**src/rtl/cache_sdram_port_pkg.sv**
```systemverilog
// ============================================================================
// Module      : cache_sdram_port_pkg
// Description : Shared types and constants for the cache/SDRAM port.
// Revision    : 1.0
// ============================================================================
`default_nettype none

package cache_sdram_port_pkg;

    localparam int BURST  = 4;
    localparam int WORD_W = 16;

    typedef enum logic [2:0] {
        ST_IDLE    = 3'd0,
        ST_RD_CMD  = 3'd1,
        ST_RD_DATA = 3'd2,
        ST_REPLAY  = 3'd3,
        ST_WR_CMD  = 3'd4,
        ST_WR_DONE = 3'd5
    } state_e;

endpackage

`default_nettype wire

```
**src/rtl/cache_sdram_port_line_buffer.sv**
```systemverilog
// ============================================================================
// Module      : line_buffer
// Description : Line-fill word buffer with a self-incrementing write counter.
// Revision    : 1.0
// ============================================================================
`default_nettype none

module line_buffer
    import cache_sdram_port_pkg::*;
#(
    parameter  int DEPTH = BURST,
    localparam int IDX_W = $clog2(DEPTH)
) (
    input  logic              clk_i,
    input  logic              reset_i,
    input  logic              clr_i,
    input  logic              we_i,
    input  logic [WORD_W-1:0] wdata_i,
    input  logic [IDX_W-1:0]  rd_idx_i,
    output logic [IDX_W-1:0]  count_o,
    output logic [WORD_W-1:0] rd_data_o
);

    logic [WORD_W-1:0] mem_q [DEPTH];
    logic [IDX_W-1:0]  cnt_q;
    logic [IDX_W-1:0]  cnt_d;

    always_comb begin
        cnt_d = cnt_q;
        if (clr_i) begin
            cnt_d = '0;
        end else if (we_i) begin
            cnt_d = cnt_q + 1'b1;
        end
    end

    always_ff @(posedge clk_i) begin
        if (reset_i) begin
            cnt_q <= '0;
        end else begin
            cnt_q <= cnt_d;
        end
    end

    always_ff @(posedge clk_i) begin
        if (we_i && !clr_i) begin
            mem_q[cnt_q] <= wdata_i;
        end
    end

    assign count_o   = cnt_q;
    assign rd_data_o = mem_q[rd_idx_i];

endmodule

`default_nettype wire

```
**src/rtl/cache_sdram_port.sv**
```systemverilog
// ============================================================================
// Module      : cache_sdram_port
// Description : Arbitrates cache line fills and CPU write-through onto one
//               SDRAM controller command port; fills are buffered and replayed.
// Revision    : 1.0
// ============================================================================
`default_nettype none

module cache_sdram_port
    import cache_sdram_port_pkg::*;
#(
    parameter int ADDR_W = 32,
    parameter int BURST  = cache_sdram_port_pkg::BURST
) (
    input  logic              clk_i,
    input  logic              reset_i,
    input  logic              cache_req_i,
    input  logic [ADDR_W-1:0] cache_addr_i,
    output logic              cache_fill_o,
    output logic [WORD_W-1:0] cache_data_o,
    input  logic              wr_req_i,
    input  logic [ADDR_W-1:0] wr_addr_i,
    input  logic [WORD_W-1:0] wr_data_i,
    input  logic              wr_uds_i,
    input  logic              wr_lds_i,
    output logic              wr_ack_o,
    output logic              mem_req_o,
    output logic              mem_wr_o,
    output logic [ADDR_W-1:0] mem_addr_o,
    output logic [1:0]        mem_be_o,
    output logic [WORD_W-1:0] mem_wdata_o,
    input  logic              mem_ack_i,
    input  logic              mem_rvalid_i,
    input  logic [WORD_W-1:0] mem_rdata_i
);

    localparam int IDX_W = $clog2(BURST);

    state_e              state_q;
    logic                mem_req_q;
    logic                mem_wr_q;
    logic [ADDR_W-1:0]   mem_addr_q;
    logic [1:0]          mem_be_q;
    logic [WORD_W-1:0]   mem_wdata_q;
    logic                wr_ack_q;
    logic                cache_fill_q;
    logic [WORD_W-1:0]   cache_data_q;
    logic [IDX_W-1:0]    rd_idx_q;

    logic                w_rd_phase;
    logic                w_buf_we;
    logic                w_last_word;
    logic [IDX_W-1:0]    w_buf_cnt;
    logic [WORD_W-1:0]   w_buf_rdata;

    // Read words are accepted from command issue onward, so data racing mem_ack is kept.
    assign w_rd_phase  = (state_q == ST_RD_CMD) || (state_q == ST_RD_DATA);
    assign w_buf_we    = mem_rvalid_i && w_rd_phase;
    assign w_last_word = w_buf_we && (w_buf_cnt == IDX_W'(BURST - 1));

    line_buffer #(
        .DEPTH     (BURST)
    ) u_line_buffer (
        .clk_i     (clk_i),
        .reset_i   (reset_i),
        .clr_i     (state_q == ST_IDLE),
        .we_i      (w_buf_we),
        .wdata_i   (mem_rdata_i),
        .rd_idx_i  (rd_idx_q),
        .count_o   (w_buf_cnt),
        .rd_data_o (w_buf_rdata)
    );

    always_ff @(posedge clk_i) begin
        if (reset_i) begin
            state_q      <= ST_IDLE;
            mem_req_q    <= 1'b0;
            mem_wr_q     <= 1'b0;
            mem_addr_q   <= '0;
            mem_be_q     <= 2'b11;
            mem_wdata_q  <= '0;
            wr_ack_q     <= 1'b0;
            cache_fill_q <= 1'b0;
            cache_data_q <= '0;
            rd_idx_q     <= '0;
        end else begin
            wr_ack_q     <= 1'b0;
            cache_fill_q <= 1'b0;
            case (state_q)
                ST_IDLE: begin
                    rd_idx_q <= '0;
                    // Writes win so a following fill always sees the written data.
                    if (wr_req_i) begin
                        if (wr_uds_i || wr_lds_i) begin
                            mem_req_q   <= 1'b1;
                            mem_wr_q    <= 1'b1;
                            mem_addr_q  <= wr_addr_i;
                            mem_wdata_q <= wr_data_i;
                            mem_be_q    <= {wr_uds_i, wr_lds_i};
                            state_q     <= ST_WR_CMD;
                        end else begin
                            wr_ack_q <= 1'b1;
                            state_q  <= ST_WR_DONE;
                        end
                    end else if (cache_req_i) begin
                        mem_req_q  <= 1'b1;
                        mem_wr_q   <= 1'b0;
                        mem_addr_q <= cache_addr_i & ~ADDR_W'(7);
                        mem_be_q   <= 2'b11;
                        state_q    <= ST_RD_CMD;
                    end
                end
                ST_WR_CMD: begin
                    if (mem_ack_i) begin
                        mem_req_q <= 1'b0;
                        wr_ack_q  <= 1'b1;
                        state_q   <= ST_WR_DONE;
                    end
                end
                ST_WR_DONE: begin
                    if (!wr_req_i) begin
                        state_q <= ST_IDLE;
                    end
                end
                ST_RD_CMD, ST_RD_DATA: begin
                    if (mem_ack_i) begin
                        mem_req_q <= 1'b0;
                    end
                    if (w_last_word && (state_q == ST_RD_DATA || mem_ack_i)) begin
                        cache_fill_q <= 1'b1;
                        cache_data_q <= w_buf_rdata;
                        rd_idx_q     <= rd_idx_q + 1'b1;
                        state_q      <= ST_REPLAY;
                    end else if (state_q == ST_RD_CMD && mem_ack_i) begin
                        state_q <= ST_RD_DATA;
                    end
                end
                ST_REPLAY: begin
                    // Word 0 was launched on entry; remaining words stream one per cycle.
                    cache_data_q <= w_buf_rdata;
                    rd_idx_q     <= rd_idx_q + 1'b1;
                    if (rd_idx_q == IDX_W'(BURST - 1)) begin
                        state_q <= ST_IDLE;
                    end
                end
                default: begin
                    state_q <= ST_IDLE;
                end
            endcase
        end
    end

    assign mem_req_o    = mem_req_q;
    assign mem_wr_o     = mem_wr_q;
    assign mem_addr_o   = mem_addr_q;
    assign mem_be_o     = mem_be_q;
    assign mem_wdata_o  = mem_wdata_q;
    assign wr_ack_o     = wr_ack_q;
    assign cache_fill_o = cache_fill_q;
    assign cache_data_o = cache_data_q;

endmodule

`default_nettype wire
```
**config.mk**
```make
export PLATFORM = sky130hd
export DESIGN_NAME = cache_sdram_port
export DESIGN_NICKNAME = d
export VERILOG_FILES = /design/src/rtl/cache_sdram_port_pkg.sv /design/src/rtl/cache_sdram_port_line_buffer.sv /design/src/rtl/cache_sdram_port.sv
export SDC_FILE = /design/constraint.sdc
export NUM_CORES = 1
export LEC_CHECK = 0
export ABC_AREA = 1
export BUFFER_PORTS_ARGS = -buffer_cell sky130_fd_sc_hd__buf_4
export CAP_MARGIN = 20
export CELL_PAD_IN_SITES_DETAIL_PLACEMENT = 1
export CELL_PAD_IN_SITES_GLOBAL_PLACEMENT = 1
export CORE_UTILIZATION = 38
export CTS_BUF_LIST = sky130_fd_sc_hd__clkbuf_8 sky130_fd_sc_hd__clkbuf_16
export DETAILED_ROUTE_END_ITERATION = 16
export GPL_ROUTABILITY_DRIVEN = 0
export PLACE_DENSITY_LB_ADDON = 0.2
export SETUP_SLACK_MARGIN = 0.2
export SLEW_MARGIN = 40
export SYNTH_ARGS = -nofsm -noshare
export SYNTH_HDL_FRONTEND = slang
export SYNTH_SLANG_ARGS = --single-unit
```
**constraint.sdc**
```tcl
create_clock -name clk_i -period 2.1 [get_ports clk_i]
set_input_delay 0.42 -clock clk_i [delete_from_list [all_inputs] [get_ports clk_i]]
set_output_delay 0.42 -clock clk_i [all_outputs]
set_load 0.1 [all_outputs]
```
==> flow_summary.yaml, run 1 <==
global_routing:
  overflow: 0
  grt_util_met3_pct: 6.06
  grt_pass1_wl_um: 24900
  use_met2_pct: 35.2
  grt_max_degree: 38
  grt_pass1_vias: 5059
  top_usage_layer: "met2"
  antenna_found_initial: 0
  grt.total_usage_pct: 20.5
  met1_usage_pct: 23.6
synthesis:
  yosys.area.top_type: "edfxtp_1"
  syn_area_per_cell_um2: 9.66
  ys_warn_count: 0
  synth-seq-cells: 143
  yosys.area.top_type_share_pct: 33.8
  synth_common_cells: "nor2_1, nand2_1, dfxtp_1"
  yosysUniqueCellTypes: 33
  synth-edff-count: 64
  ys_seq_area_share_pct: 61.7
  netlist_area_mm2: 0.00568
  yosysMostFrequentCell: "nor2_1"
  async_flop_share_pct: 0
  ys.flop_type: "dfxtp_1"
  syn_inst: 588
  synthTopCellsByArea: "edfxtp_1, dfxtp_1, nor2_1, nand2_1, o21ai_0"
  synth_nets: 697
timing:
  period_share_pct: 84.8
  slew_headroom_pct: 54.5
  tns_ns: 0
  finalMaxSlewViolations: 0
  period_needed_ns: 1.78
  worstMarginPinSlew_ns: 0.678
  grt_setup_unrepaired: "no"
  hold_viol: 0
  skew_ns: 0.00594
  finalSetupViolations: 0
  max_freq_ghz: 0.561
  worst_slack_ns: 0.319
floorplan:
  core_area_mm2: 0.0145
  die_y_um: 124
  initial_utilization_pct: 39.1
  dieWidth_um: 124
  io_pins: 174
  rows: 44
  die_area_mm2: 0.0154
job:
  drv_cap: 0
setup_path:
  critPathArrivalTime_ns: 2.08
  worstPathCellList: "inv_2 -> nand3_2 -> nand2_4 -> nand2_8 -> nor2_8 -> nor2_8 -> inv_4 -> o21ai_0 -> nor2_1"
  crit_family: "simple AND/OR/NAND/NOR gates"
  path_common_cell: "nor2_8"
  worstPathRequired_ns: 2.39
  crit_path_top_delay_cell: "dfxtp_1"
  end_kind: "flip-flop"
  crit_path_start_kind: "flip-flop"
  worstPathMaxFanout: 18
  max_stage_delay_ns: 0.50
  cp_num_buf_inv: 2
  path_class: "flip-flop to flip-flop"
clock_network:
  htreeDepth: 4
  cts_root_buf: "clkbuf_16"
  max-clock-path-buffers: 2
  cts_buffers: 17
  cts_setup_buffers: 0
  cts.clk_slew.worst_paths_ns: 0.06
  clk_latency_ns: 0.42
  clock_sinks: 143
  tritoncts: "built"
finish:
  final-seq-area_mm2: 0.00350
  antenna_cells: 0
  fin_nets: 868
  multi_input_area_mm2: 0.00192
  drive_gt1_share_pct: 30.8
  area_growth_pct: 35.8
  n_fill_cell: 1641
worst_hold_path:
  hp-class: "input port to flip-flop"
detailed_routing:
  wire_per_inst_um: 16.2
  first_pass_iters: 4
  remaining_drc_errors: 0
  via_per_inst: 5.04
  drt_iter0_drc: 307
  vias: 4816
  drtAntennaViolNets: 0
  routed_wirelength_um: 15500
pwr:
  switching_share_pct: 45.2
  p_comb_share_pct: 41.5
  power_switching_mw: 4.98
  power_density_mw_per_mm2: 1430
  seq_power_share_pct: 32.8
  ir_drop_v: 0.000735
  intPower_mw: 6.04
  leakage_nw: 3.24
  clkPwrFrac_pct: 25.7
placement:
  pre_cts_ws_ns: 0.154
  portBuffers: 170
  dpl.hpwl_um: 10500
status:
  status: "finished, final reports clean"
==> through the flow <==
step | cells | instance area, um2 | hold WS [ns] | total power [mW] | utilization, %
after detailed placement | 924 | 7160 | 0.461 | 8.25 | 49.2
after global routing | 956 | 7710 | 0.183 | 11.5 | 53.1
after floorplan | 588 | 5680 | 0.458 | 7.19 | -
after global placement | 924 | 7160 | 0.453 | 8.15 | 49.2
after CTS | 956 | 7710 | 0.188 | 11.1 | 53.1
final | 956 | 7710 | 0.200 | 11.0 | 53.1
==> what timing repair did <==
| action | 4_1_cts | 5_1_grt |
|---|---|---|
| hold buffers | 0 | 0 |
| setup endpoints to repair | 0 | 5 |
| resized for setup | 0 | 3 |
==> final timing paths <==
path                         start                   endpoint  cells past startpoint  slack [ns]
setup / recovery        state_q[1]            cache_data_o[1]                      9        0.32
hold / removal      mem_rdata_i[3]  u_line_buffer.mem_q[0][3]                      1        0.20
setup reg to reg        state_q[1]            cache_data_o[1]                      9        0.32
hold reg to reg   cache_data_o[12]           cache_data_o[12]                      2        0.47
==> cell type report <==
| class | instances | area share [%] |
|---|---|---|
| multi-input combinational | 385 | 24.9 |
| inverter | 25 | 1.28 |
| tap | 184 | 2.98 |
| clock buffer | 18 | 5.69 |
| timing repair buffer | 187 | 18.2 |
| clock inverter | 14 | 1.51 |
| sequential | 143 | 45.4 |
==> cell families after synthesis <==
logic type / synth area share (%)
adder cells (fa/ha/maj): 1.10
multiplexers: 0.352
AND/OR/NAND/NOR: 18.0
AO/OA/AOI/OAI: 14.4
flip-flops: 61.7
buffers and inverters: 4.49
==> sequential cells by signal, indices dropped and copies added (netlist names), named ones only <==
| register | count |
|---|---|
| cache_data_o | 16 |
| mem_wr_o | 1 |
| u_line_buffer.count_o | 2 |
| mem_be_o | 2 |
| mem_addr_o | 32 |
| mem_wdata_o | 16 |
| cache_fill_o | 1 |
| state_q | 3 |
| u_line_buffer.mem_q | 64 |
| mem_req_o | 1 |
| wr_ack_o | 1 |
| rd_idx_q | 2 |
==> power groups by stage <==
| stage | Combinational (mW) | Clock (mW) | Sequential (mW) |
|---|---|---|---|
| 2_1_floorplan | 1.20 | 0 | 5.99 |
| 3_3_place_gp | 4.51 | 0 | 3.64 |
| 3_5_place_dp | 4.59 | 0 | 3.66 |
| 4_1_cts | 4.60 | 2.89 | 3.61 |
| 5_1_grt | 4.83 | 3.01 | 3.66 |
| 6_report | 4.57 | 2.83 | 3.61 |
==> worst reg2reg max path, stage by stage, from the launching register on <==
cell and delay, ns:
dfxtp_1 0.50, inv_2 0.13, nand3_2 0.12, nand2_4 0.09, nand2_8 0.10, nor2_8 0.05
nor2_8 0.17, inv_4 0.13, o21ai_0 0.28, nor2_1 0.09
==> cell usage in the layout, fill, tap and decap left out, types with 17 or more instances in the layout <==
| cell type | synthesis | final |
|---|---|---|
| edfxtp_1 | 64 | 64 |
| dfxtp_1 | 79 | 78 |
| o21ai_0 | 58 | 58 |
| a31oi_1 | 29 | 29 |
| inv_1 | 19 | 19 |
| buf_4 | 0 | 187 |
| clkbuf_16 | 0 | 17 |
| o21ai_1 | 22 | 22 |
| nor2_1 | 117 | 117 |
| nand2_1 | 92 | 92 |
==> metal layers <==
metal	up-vias	share of wire, %
met3	30	6.0
met5	-	0
met4	0	2.4
li1	2372	-
met2	138	50
met1	2276	42
No activity file was read; power rests on OpenSTA's default activity.
==> inputs of run 2 (changes only) <==
==> constraint.sdc (replaced) <==
create_clock -name clk_i -period 1.7 [get_ports clk_i]
set_input_delay 0.34 -clock clk_i [delete_from_list [all_inputs] [get_ports clk_i]]
set_output_delay 0.34 -clock clk_i [all_outputs]
set_load 0.1 [all_outputs]
==> flow_summary.yaml, run 2 (synthesis gave the netlist of run 1 again) <==
status:
  status: "finished, final reports clean"
floorplan:
  dieWidth_um: 124
  die_y_um: 124
  initial_utilization_pct: 39.1
  rows: 44
  io_pins: 174
  core_area_mm2: 0.0145
  die_area_mm2: 0.0154
clock_network:
  clock_sinks: 143
  hold_buffers: 0
  clk_latency_ns: 0.42
  tritoncts: "built"
  cts_buffers: 17
  cts_root_buf: "clkbuf_16"
  max-clock-path-buffers: 2
  cts.clk_slew.worst_paths_ns: 0.06
  htreeDepth: 4
placement:
  portBuffers: 170
  post_dp_cell_area_mm2: 0.00726
  pre_cts_ws_ns: 0.0753
  dp_cells: 925
  dpl.hpwl_um: 10400
finish:
  final_cell_mix: "buf_4, nor2_1, nand2_1"
  drive_gt1_share_pct: 33.5
  final_cell_area_mm2: 0.00810
  area_growth_pct: 42.6
  final_util_pct: 55.7
  multi_input_area_mm2: 0.00198
  final_common_cell: "buf_4"
  final-seq-area_mm2: 0.00351
  largest_register_ffs: 64
  largest_register: "u_line_buffer.mem_q"
  antenna_cells: 0
  fin_nets: 876
  final_cells: 964
  n_fill_cell: 1617
timing:
  max_freq_ghz: 0.672
  worst_slack_ns: 0.211
  period_needed_ns: 1.49
  tns_ns: 0
  worstMarginPinSlew_ns: 0.353
  hold_ws_ns: 0.120
  grt_setup_unrepaired: "yes"
  skew_ns: 0.00883
  hold_viol: 0
  slew_headroom_pct: 76.4
  finalSetupViolations: 0
  period_share_pct: 87.6
  finalMaxSlewViolations: 0
worst_hold_path:
  hp-class: "input port to flip-flop"
  hold_start: "mem_rdata_i[0]"
  hold_end: "u_line_buffer.mem_q[0][0]"
  hold_depth: 1
setup_path:
  crit_path_start_kind: "flip-flop"
  r2r-end: "mem_addr_o[10]"
  end_kind: "flip-flop"
  critPathArrivalTime_ns: 1.83
  rr_worst_depth: 7
  path_class: "flip-flop to flip-flop"
  worstPathMaxFanout: 14
  cp-startpoint: "state_q[0]"
  worstPathRequired_ns: 2.04
  worstReg2RegStart: "state_q[0]"
  r2r_slack_ns: 0.21
global_routing:
  antenna_found_initial: 0
  grt.total_usage_pct: 20.9
  grt_pass1_wl_um: 25300
  overflow: 0
  grt_max_degree: 37
  grt_pass1_vias: 5157
pwr:
  ir_drop_v: 0.000897
  clkPwrFrac_pct: 28.0
  power_switching_mw: 6.34
  leakage_nw: 3.41
  p_total_mw: 14.8
  p_comb_share_pct: 41.8
  power_density_mw_per_mm2: 1820
  intPower_mw: 8.44
  switching_share_pct: 42.9
  seq_power_share_pct: 30.3
detailed_routing:
  remaining_drc_errors: 0
  via_per_inst: 5.09
  drtAntennaViolNets: 0
  wire_per_inst_um: 16.6
  first_pass_iters: 4
  routed_wirelength_um: 16000
  drt_iter0_drc: 297
  vias: 4902
job:
  drv_cap: 0
==> run 2: power groups by stage <==
| stage | logic, mW | registers (mW) | clock network [mW] |
|---|---|---|---|
| after global placement | 5.72 | 4.48 | 0 |
| after CTS | 5.88 | 4.46 | 4.21 |
| after detailed placement | 5.82 | 4.51 | 0 |
| after global routing | 6.49 | 4.53 | 4.37 |
| after floorplan | 1.49 | 7.40 | 0 |
| final | 6.17 | 4.47 | 4.13 |
==> run 2: worst max-delay path, stage by stage (launching register included) <==
cell	delay [ns]
dfxtp_4	0.38
nor2_4	0.14
nand2_4	0.09
nor3_4	0.22
buf_6	0.16
buf_12	0.13
o21ai_0	0.09
a31oi_1	0.19
==> run 2: routing by layer <==
layer | up-vias | share of wire, % | track usage (%)
met4 | 0 | 1.2 | 7.16
met3 | 13 | 5.9 | 7.04
li1 | 2379 | - | -
met1 | 2383 | 41 | 23.9
met2 | 127 | 52 | 36.3
met5 | - | 0 | 0
==> run 2: cell type report <==
type,instances,area share (%)
repair buffers,195,19.8
multi-input cells,385,24.5
clock buffers,19,5.59
flip-flops and latches,143,43.4
inverters,25,1.38
well taps,184,2.84
clock inverters,13,2.58
==> run 2: repair_timing <==
action / 4_1_cts / 5_1_grt
setup endpoints to repair: 136 / 82
hold endpoints to repair: 0 / 0
buffers inserted: 1 / 4
pin swaps: 2 / 7
gates resized for setup: 6 / 22
gates cloned: 0 / 2
==> run 2: worst max path at each step <==
stage	to	slack (ns)	cells after the start
2_1_floorplan	u_line_buffer.mem_q[0][0]	0.06	5
3_3_place_gp	mem_addr_o[2]	0.17	7
3_5_place_dp	mem_addr_o[10]	0.08	6
4_1_cts	mem_addr_o[10]	0.17	6
5_1_grt	mem_addr_o[11]	0.15	7
6_report	mem_addr_o[10]	0.21	7
